**config.mk**
```make
export PLATFORM = sky130hd
export DESIGN_NAME = perceptron_train_ctrl
export DESIGN_NICKNAME = d
export VERILOG_FILES = /design/src/rtl/perceptron_train_ctrl.sv
export SDC_FILE = /design/constraint.sdc
export NUM_CORES = 1
export LEC_CHECK = 0
export ABC_CLOCK_PERIOD_IN_PS = 5000
export BUFFER_PORTS_ARGS = -buffer_cell sky130_fd_sc_hd__buf_2
export CORE_MARGIN = 2
export CORE_UTILIZATION = 55
export CTS_CLUSTER_DIAMETER = 200
export DETAILED_ROUTE_END_ITERATION = 10
export PLACE_DENSITY_LB_ADDON = 0.3
export SYNTH_ARGS = -nofsm -noshare
export SYNTH_HDL_FRONTEND = slang
export SYNTH_SLANG_ARGS = --single-unit
export TNS_END_PERCENT = 30
```
**constraint.sdc**
```tcl
create_clock -name clk -period 5 [get_ports clk]
set_input_delay 1 -clock clk [delete_from_list [all_inputs] [get_ports clk]]
set_output_delay 1 -clock clk [all_outputs]
set_load 0.03 [all_outputs]
```
**src/rtl/perceptron_train_ctrl.sv**
```systemverilog
// Perceptron training sequencer: sample/label store, weight registers, one shared MAC stepped per dimension.
// Latency: N_DIM+2 cycles per correctly classified sample, 2*N_DIM+2 when misclassified; done 1 cycle after the last NXT.
// Backpressure: none; start is ignored while busy, and x/lbl/w writes are ignored while busy.
//
// Optional feature macro: PERCEPTRON_BIAS_EN adds a bias weight at index N_DIM driven by a constant input of 1.
//
// Ports:
//   clk, rst             clock (rising edge), synchronous active-high reset
//   start                pulse to begin a training run (only honoured in IDLE)
//   x_we/x_ws/x_wd/x_wdata   feature store write port [sample][dimension]
//   lbl_we/lbl_wdata     label write for sample x_ws
//   w_we/w_idx/w_wdata   weight write; w_idx also selects the combinational w_rdata readback
//   busy, done           run in progress, one-cycle end-of-run pulse
//   converged, epoch_cnt, err_cnt, pred   run status, held until the next start
module perceptron_train_ctrl #(
    parameter int N_SAMPLES  = 3,
    parameter int N_DIM      = 2,
    parameter int X_W        = 4,
    parameter int W_W        = 8,
    parameter int ACC_W      = 16,
    parameter int MAX_EPOCHS = 15,
    parameter int LR_SHIFT   = 0,
    localparam int S_W       = (N_SAMPLES > 1) ? $clog2(N_SAMPLES) : 1,
    localparam int D_W       = (N_DIM > 1) ? $clog2(N_DIM) : 1,
    localparam int WI_W      = $clog2(N_DIM + 1)
) (
    input  logic            clk,
    input  logic            rst,
    input  logic            start,
    input  logic            x_we,
    input  logic [S_W-1:0]  x_ws,
    input  logic [D_W-1:0]  x_wd,
    input  logic [X_W-1:0]  x_wdata,
    input  logic            lbl_we,
    input  logic            lbl_wdata,
    input  logic            w_we,
    input  logic [WI_W-1:0] w_idx,
    input  logic [W_W-1:0]  w_wdata,
    output logic [W_W-1:0]  w_rdata,
    output logic            busy,
    output logic            done,
    output logic            converged,
    output logic [3:0]      epoch_cnt,
    output logic [7:0]      err_cnt,
    output logic            pred
);

`ifdef PERCEPTRON_BIAS_EN
    localparam int N_W = N_DIM + 1;
`else
    localparam int N_W = N_DIM;
`endif
    localparam int DC_W   = (N_W > 1) ? $clog2(N_W) : 1;
    localparam int PROD_W = X_W + W_W + 1;
    localparam int SUM_W  = W_W + X_W + 2;

    localparam logic signed [W_W-1:0]   W_MAX_V = {1'b0, {(W_W-1){1'b1}}};
    localparam logic signed [W_W-1:0]   W_MIN_V = {1'b1, {(W_W-1){1'b0}}};
    localparam logic signed [SUM_W-1:0] SUM_MAX = SUM_W'(W_MAX_V);
    localparam logic signed [SUM_W-1:0] SUM_MIN = SUM_W'(W_MIN_V);

    typedef enum logic [2:0] {IDLE, MAC, ACT, UPD, NXT, DONE} state_t;

    state_t                  state;
    logic [S_W-1:0]          s;
    logic [DC_W-1:0]         d;
    logic signed [ACC_W-1:0] acc;
    logic                    epoch_err;
    logic                    err_neg;     // sign of the pending update: 1 means err = -1

    logic [X_W-1:0]          x_mem   [N_SAMPLES][N_DIM];
    logic                    lbl_mem [N_SAMPLES];
    logic signed [W_W-1:0]   w_reg   [N_W];

    logic [X_W-1:0]           x_cur;
    logic                     is_bias;
    logic signed [W_W-1:0]    w_cur;
    logic signed [PROD_W-1:0] prod;
    logic                     act_pred;
    logic [3:0]               epoch_nxt;
    logic [X_W-1:0]           delta;
    logic signed [SUM_W-1:0]  w_ext;
    logic signed [SUM_W-1:0]  dx_ext;
    logic signed [SUM_W-1:0]  upd_sum;
    logic signed [W_W-1:0]    w_upd;

    // Operand for the current dimension; the bias slot (if present) sees a constant 1.
    always_comb begin
        x_cur   = X_W'(1);
        is_bias = 1'b1;
        if (32'(d) < N_DIM) begin
            x_cur   = x_mem[s][D_W'(d)];
            is_bias = 1'b0;
        end
    end

    assign w_cur     = w_reg[d];
    assign prod      = PROD_W'($signed({1'b0, x_cur})) * PROD_W'(w_cur);
    assign act_pred  = !acc[ACC_W-1] && (acc != '0);   // strictly positive; zero predicts 0
    assign epoch_nxt = epoch_cnt + 4'd1;

    // Weight update with saturation; the sum is computed wide enough that it cannot wrap.
    always_comb begin
        delta   = is_bias ? X_W'(1) : (x_cur >> LR_SHIFT);
        w_ext   = SUM_W'(w_cur);
        dx_ext  = $signed(SUM_W'(delta));
        upd_sum = err_neg ? (w_ext - dx_ext) : (w_ext + dx_ext);
        if (upd_sum > SUM_MAX) begin
            w_upd = W_MAX_V;
        end else if (upd_sum < SUM_MIN) begin
            w_upd = W_MIN_V;
        end else begin
            w_upd = upd_sum[W_W-1:0];
        end
    end

    // Indices with no backing weight (e.g. the bias slot when disabled) read as 0.
    always_comb begin
        w_rdata = '0;
        for (int i = 0; i < N_W; i++) begin
            if (32'(w_idx) == i) begin
                w_rdata = w_reg[i];
            end
        end
    end

    // Sample and label store: deliberately not reset so contents survive a run abort.
    always_ff @(posedge clk) begin
        if (!busy) begin
            if (x_we && (32'(x_ws) < N_SAMPLES) && (32'(x_wd) < N_DIM)) begin
                x_mem[x_ws][x_wd] <= x_wdata;
            end
            if (lbl_we && (32'(x_ws) < N_SAMPLES)) begin
                lbl_mem[x_ws] <= lbl_wdata;
            end
        end
    end

    always_ff @(posedge clk) begin
        if (rst) begin
            state     <= IDLE;
            s         <= '0;
            d         <= '0;
            acc       <= '0;
            epoch_err <= 1'b0;
            err_neg   <= 1'b0;
            busy      <= 1'b0;
            done      <= 1'b0;
            converged <= 1'b0;
            epoch_cnt <= '0;
            err_cnt   <= '0;
            pred      <= 1'b0;
            for (int i = 0; i < N_W; i++) begin
                w_reg[i] <= '0;
            end
        end else begin
            done <= 1'b0;

            // Host weight writes; a write in the start cycle lands before the first MAC cycle.
            if (!busy && w_we) begin
                for (int i = 0; i < N_W; i++) begin
                    if (32'(w_idx) == i) begin
                        w_reg[i] <= w_wdata;
                    end
                end
            end

            case (state)
                IDLE: begin
                    if (start) begin
                        s         <= '0;
                        d         <= '0;
                        acc       <= '0;
                        epoch_cnt <= '0;
                        err_cnt   <= '0;
                        epoch_err <= 1'b0;
                        converged <= 1'b0;
                        busy      <= 1'b1;
                        state     <= MAC;
                    end
                end
                MAC: begin
                    acc <= acc + ACC_W'(prod);
                    if (32'(d) == N_W - 1) begin
                        d     <= '0;
                        state <= ACT;
                    end else begin
                        d <= d + 1'b1;
                    end
                end
                ACT: begin
                    pred <= act_pred;
                    if (lbl_mem[s] != act_pred) begin
                        // label 0 / pred 1 gives err = -1; label 1 / pred 0 gives +1
                        err_neg   <= act_pred;
                        epoch_err <= 1'b1;
                        d         <= '0;
                        if (err_cnt != 8'hFF) begin
                            err_cnt <= err_cnt + 8'd1;
                        end
                        state <= UPD;
                    end else begin
                        state <= NXT;
                    end
                end
                UPD: begin
                    w_reg[d] <= w_upd;
                    if (32'(d) == N_W - 1) begin
                        d     <= '0;
                        state <= NXT;
                    end else begin
                        d <= d + 1'b1;
                    end
                end
                NXT: begin
                    acc <= '0;
                    d   <= '0;
                    if (32'(s) < N_SAMPLES - 1) begin
                        s     <= s + 1'b1;
                        state <= MAC;
                    end else begin
                        epoch_cnt <= epoch_nxt;
                        if (!epoch_err) begin
                            converged <= 1'b1;
                            done      <= 1'b1;
                            busy      <= 1'b0;
                            state     <= DONE;
                        end else if (32'(epoch_nxt) >= MAX_EPOCHS) begin
                            done  <= 1'b1;
                            busy  <= 1'b0;
                            state <= DONE;
                        end else begin
                            s         <= '0;
                            epoch_err <= 1'b0;
                            state     <= MAC;
                        end
                    end
                end
                DONE: begin
                    state <= IDLE;
                end
                default: begin
                    state <= IDLE;
                end
            endcase
        end
    end

endmodule

```
==> impl_metrics.yaml <==
outcome:
  status: "complete, no violations"
timing:
  setup_slack_ns: 0.279
  tns_ns: 0
  whs_ns: 0.501
  fin_crit_sh_pct: 94.4
  maxSlewHeadroom_pct: 25.2
  rsz0062_at_grt: "false"
  finalCriticalPeriod_ns: 4.72
  hold_viol_final: 0
  fin_worst_skew_ns: 0.0101
  drv_slew: 0
  worst_slew_pin_slew_ns: 1.11
  finalSetupViolCount: 0
  max_freq_ghz: 0.212
pwr:
  ir_drop_mv: 0.500
  power.leakage_nw: 3.15
  p_per_area_nw_per_um2: 554
  p_clk_share_pct: 16.2
  internal-power_mw: 2.09
  p_sw_share_pct: 46.3
  pwr-share-comb_pct: 60.5
  power_switching_mw: 1.80
  pwr-share-seq_pct: 23.3
die:
  num_rows: 39
  start_util_pct: 55.7
  core-area_um2: 11300
  die_h_um: 111
  num_io_pins: 48
  fp.dieW_um: 111
  dieArea_um2: 12300
grt:
  antenna_found_initial: 0
  grt_overflow: 0
  track_usage_pct: 23.3
  grt_pass1_wl_um: 23400
  grt_max_degree: 34
  grt_pass1_vias: 4894
worst_setup_path:
  cp_cell_sequence: "mux4_2 -> mux2i_1 -> buf_12 -> nor2_1 -> ha_1 -> fa_1 -> inv_1 -> fa_1 -> inv_1 -> ha_1 -> a2111oi_0 -> o21ai_1 -> a41oi_2 -> a21boi_1 -> xnor2_1 -> a22o_1"
  cp-start-kind: "flip-flop"
  arrival_ns: 4.95
  worst-path-max-fanout: 11
  critPathSlowestCell: "fa_1"
  max_stage_delay_ns: 0.54
  cp-end-kind: "flip-flop"
  worstSetupPathType: "reg2reg"
  crit_required_ns: 5.23
clock_network:
  cts_buffers: 9
  clock-sinks: 86
  tritoncts: "built"
  clock_path_buffers: 2
  cts_root_buf: "clkbuf_16"
  clock_latency_ns: 0.34
  cts.clk_slew.worst_paths_ns: 0.07
  h-tree-depth: 3
  cts_setup_buffers: 0
placed_design:
  place_congestion: 0.940
  dp_slack_ns: 0.115
  dp_cells: 851
  io_buffers: 47
  placed_area_um2: 6740
  dp_hpwl_um: 11100
detailed_routing:
  viasPerCell: 5.69
  initialDrtViolationCount: 293
  dr.pass1.iters: 5
  drcViolationCount: 0
  postRouteAntennaNets: 0
  wl_per_cell_um: 16.3
  wl_um: 14100
  vias: 4930
logic_synthesis:
  synth_top_cells_by_area: "edfxtp_1, dfxtp_1, fa_1"
  yosys_warnings: 0
  ys.flop_type: "edfxtp_1"
  synth.avg_cell_area_um2: 9.41
  mappedNetlistArea_um2: 6310
  synth_seq_area_share_pct: 34.1
  async_flop_share_pct: 0
  synth_top_cell_by_area: "edfxtp_1"
  synth-edff-count: 43
  ys_seq_elements: 86
  synth.top_cell.area_share_pct: 20.5
  synth_cell_types: 62
  synth_nets: 776
  postSynthCellCount: 670
layout:
  stdcell_count: 867
  nets: 825
  drive_gt1_share_pct: 13.4
  final_area_um2: 7030
  diodes: 0
  largest_reg_flops: 24
  seqCellArea_um2: 2150
  multiInputGateArea_um2: 3710
  fillers: 934
  area_growth_pct: 11.5
job:
  maxCapViolCount: 0
min_path:
  hp-class: "reg2reg"
[cell families (layout without fill, tap and decap cells)]
group           count (synthesis)  after routing  synth area share (%)
mux                            32             32                  6.17
compound gates                137            137                  14.2
simple gates                  183            183                  13.2
buf+inv                       118            172                  7.26
fa+ha+maj                      82             82                  20.4
flops                          86             86                  34.1
xor+xnor                       32             32                  4.66
[worst paths after layout]
path	startpoint	end	slack [ns]	cells past startpoint
setup / recovery	flip-flop	acc[15]$_SDFFE_PP0P_	0.28	16
hold / removal	converged$_SDFFE_PP0P_	converged$_SDFFE_PP0P_	0.50	2
setup reg to reg	flip-flop	acc[15]$_SDFFE_PP0P_	0.28	16
hold reg to reg	converged$_SDFFE_PP0P_	converged$_SDFFE_PP0P_	0.50	2
[per-layer routing]
layer / GRT usage [%] / up-vias / wire, um
li1: - / 2422 / -
met1: 31.4 / 2336 / 6330
met2: 39.6 / 150 / 6870
met3: 4.37 / 22 / 701
met4: 5.02 / 0 / 203
met5: 0 / - / 0
[what timing repair did]
| action | in CTS | in global routing |
|---|---|---|
| endpoints found under the setup margin | 0 | 3 |
| hold buffers | 0 | 0 |
| resized for setup | 0 | 3 |
| hold endpoints to repair | 0 | 0 |
[power by group through the flow]
stage | Sequential (mW) | Combinational [mW] | Clock [mW]
after floorplan | 0.902 | 1.75 | 0
after global placement | 0.914 | 2.23 | 0
after detailed placement | 0.921 | 2.31 | 0
after CTS | 0.906 | 2.34 | 0.638
after global routing | 0.919 | 2.63 | 0.667
final | 0.907 | 2.36 | 0.631
[cell type report]
| type | instances | area share, % |
|---|---|---|
| inverters | 95 | 5.07 |
| clock inverters | 7 | 0.801 |
| repair buffers | 61 | 5.02 |
| clock buffers | 9 | 3.20 |
| multi-input cells | 466 | 52.7 |
| well taps | 143 | 2.54 |
| flip-flops and latches | 86 | 30.6 |
[layout by cell type, fill, tap and decap left out, types with 3 or more instances in the layout]
cell type  instances
and3_1             8
nand2_1           34
nand2b_1           6
a211oi_1           3
o31ai_2            3
inv_1             92
ha_1              47
clkbuf_16          9
buf_2             47
nor2_1            83
o21a_1             3
nand3b_1           3
a22o_1             7
xor2_1             7
nor3_1            15
a31oi_1           19
mux4_2             4
a22oi_1            9
nand3_1           15
mux2_2             3
o21ai_0            4
edfxtp_1          43
o31ai_1            6
fa_1              35
o21ai_1           13
dfxtp_1           41
a21oi_1           44
xnor2_1           24
nor4_1             5
mux2i_1           22
a21o_1             6
or3_1              3
buf_4             13
inv_2              3
[synthesized netlist by cell type, drive strengths merged (3+ instances only)]
cell type and instances:
a211oi 3, a21o 6, a21oi 45, a22o 7
a22oi 9, a31oi 19, and3 8, buf 4
clkbuf 19, dfxtp 43, edfxtp 43, fa 35
ha 47, inv 95, mux2 5, mux2i 23
mux4 4, nand2 34, nand2b 6, nand3 15
nand3b 3, nor2 83, nor3 15, nor4 5
o21a 3, o21ai 17, o31ai 9, or2 3
or3 3, xnor2 24, xor2 7
[through the flow]
step / util (%) / power [mW]
3_5_place_dp: 59.5 / 3.23
3_3_place_gp: 59.5 / 3.14
5_1_grt: 62.1 / 4.22
2_1_floorplan: - / 2.65
4_1_cts: 62.0 / 3.88
6_report: 62.1 / 3.90
[worst max-delay path, delay by kind of cell, from the launching register on]
family,cells,cell delay [ns]
AND/OR/NAND/NOR,1,0.05
flip-flops,1,0.42
adder cells (fa/ha/maj),4,1.72
multiplexers,2,0.77
XOR/XNOR,1,0.14
buffers and inverters,3,0.28
AO/OA/AOI/OAI,5,1.21
No activity file was read; power rests on OpenSTA's default activity.
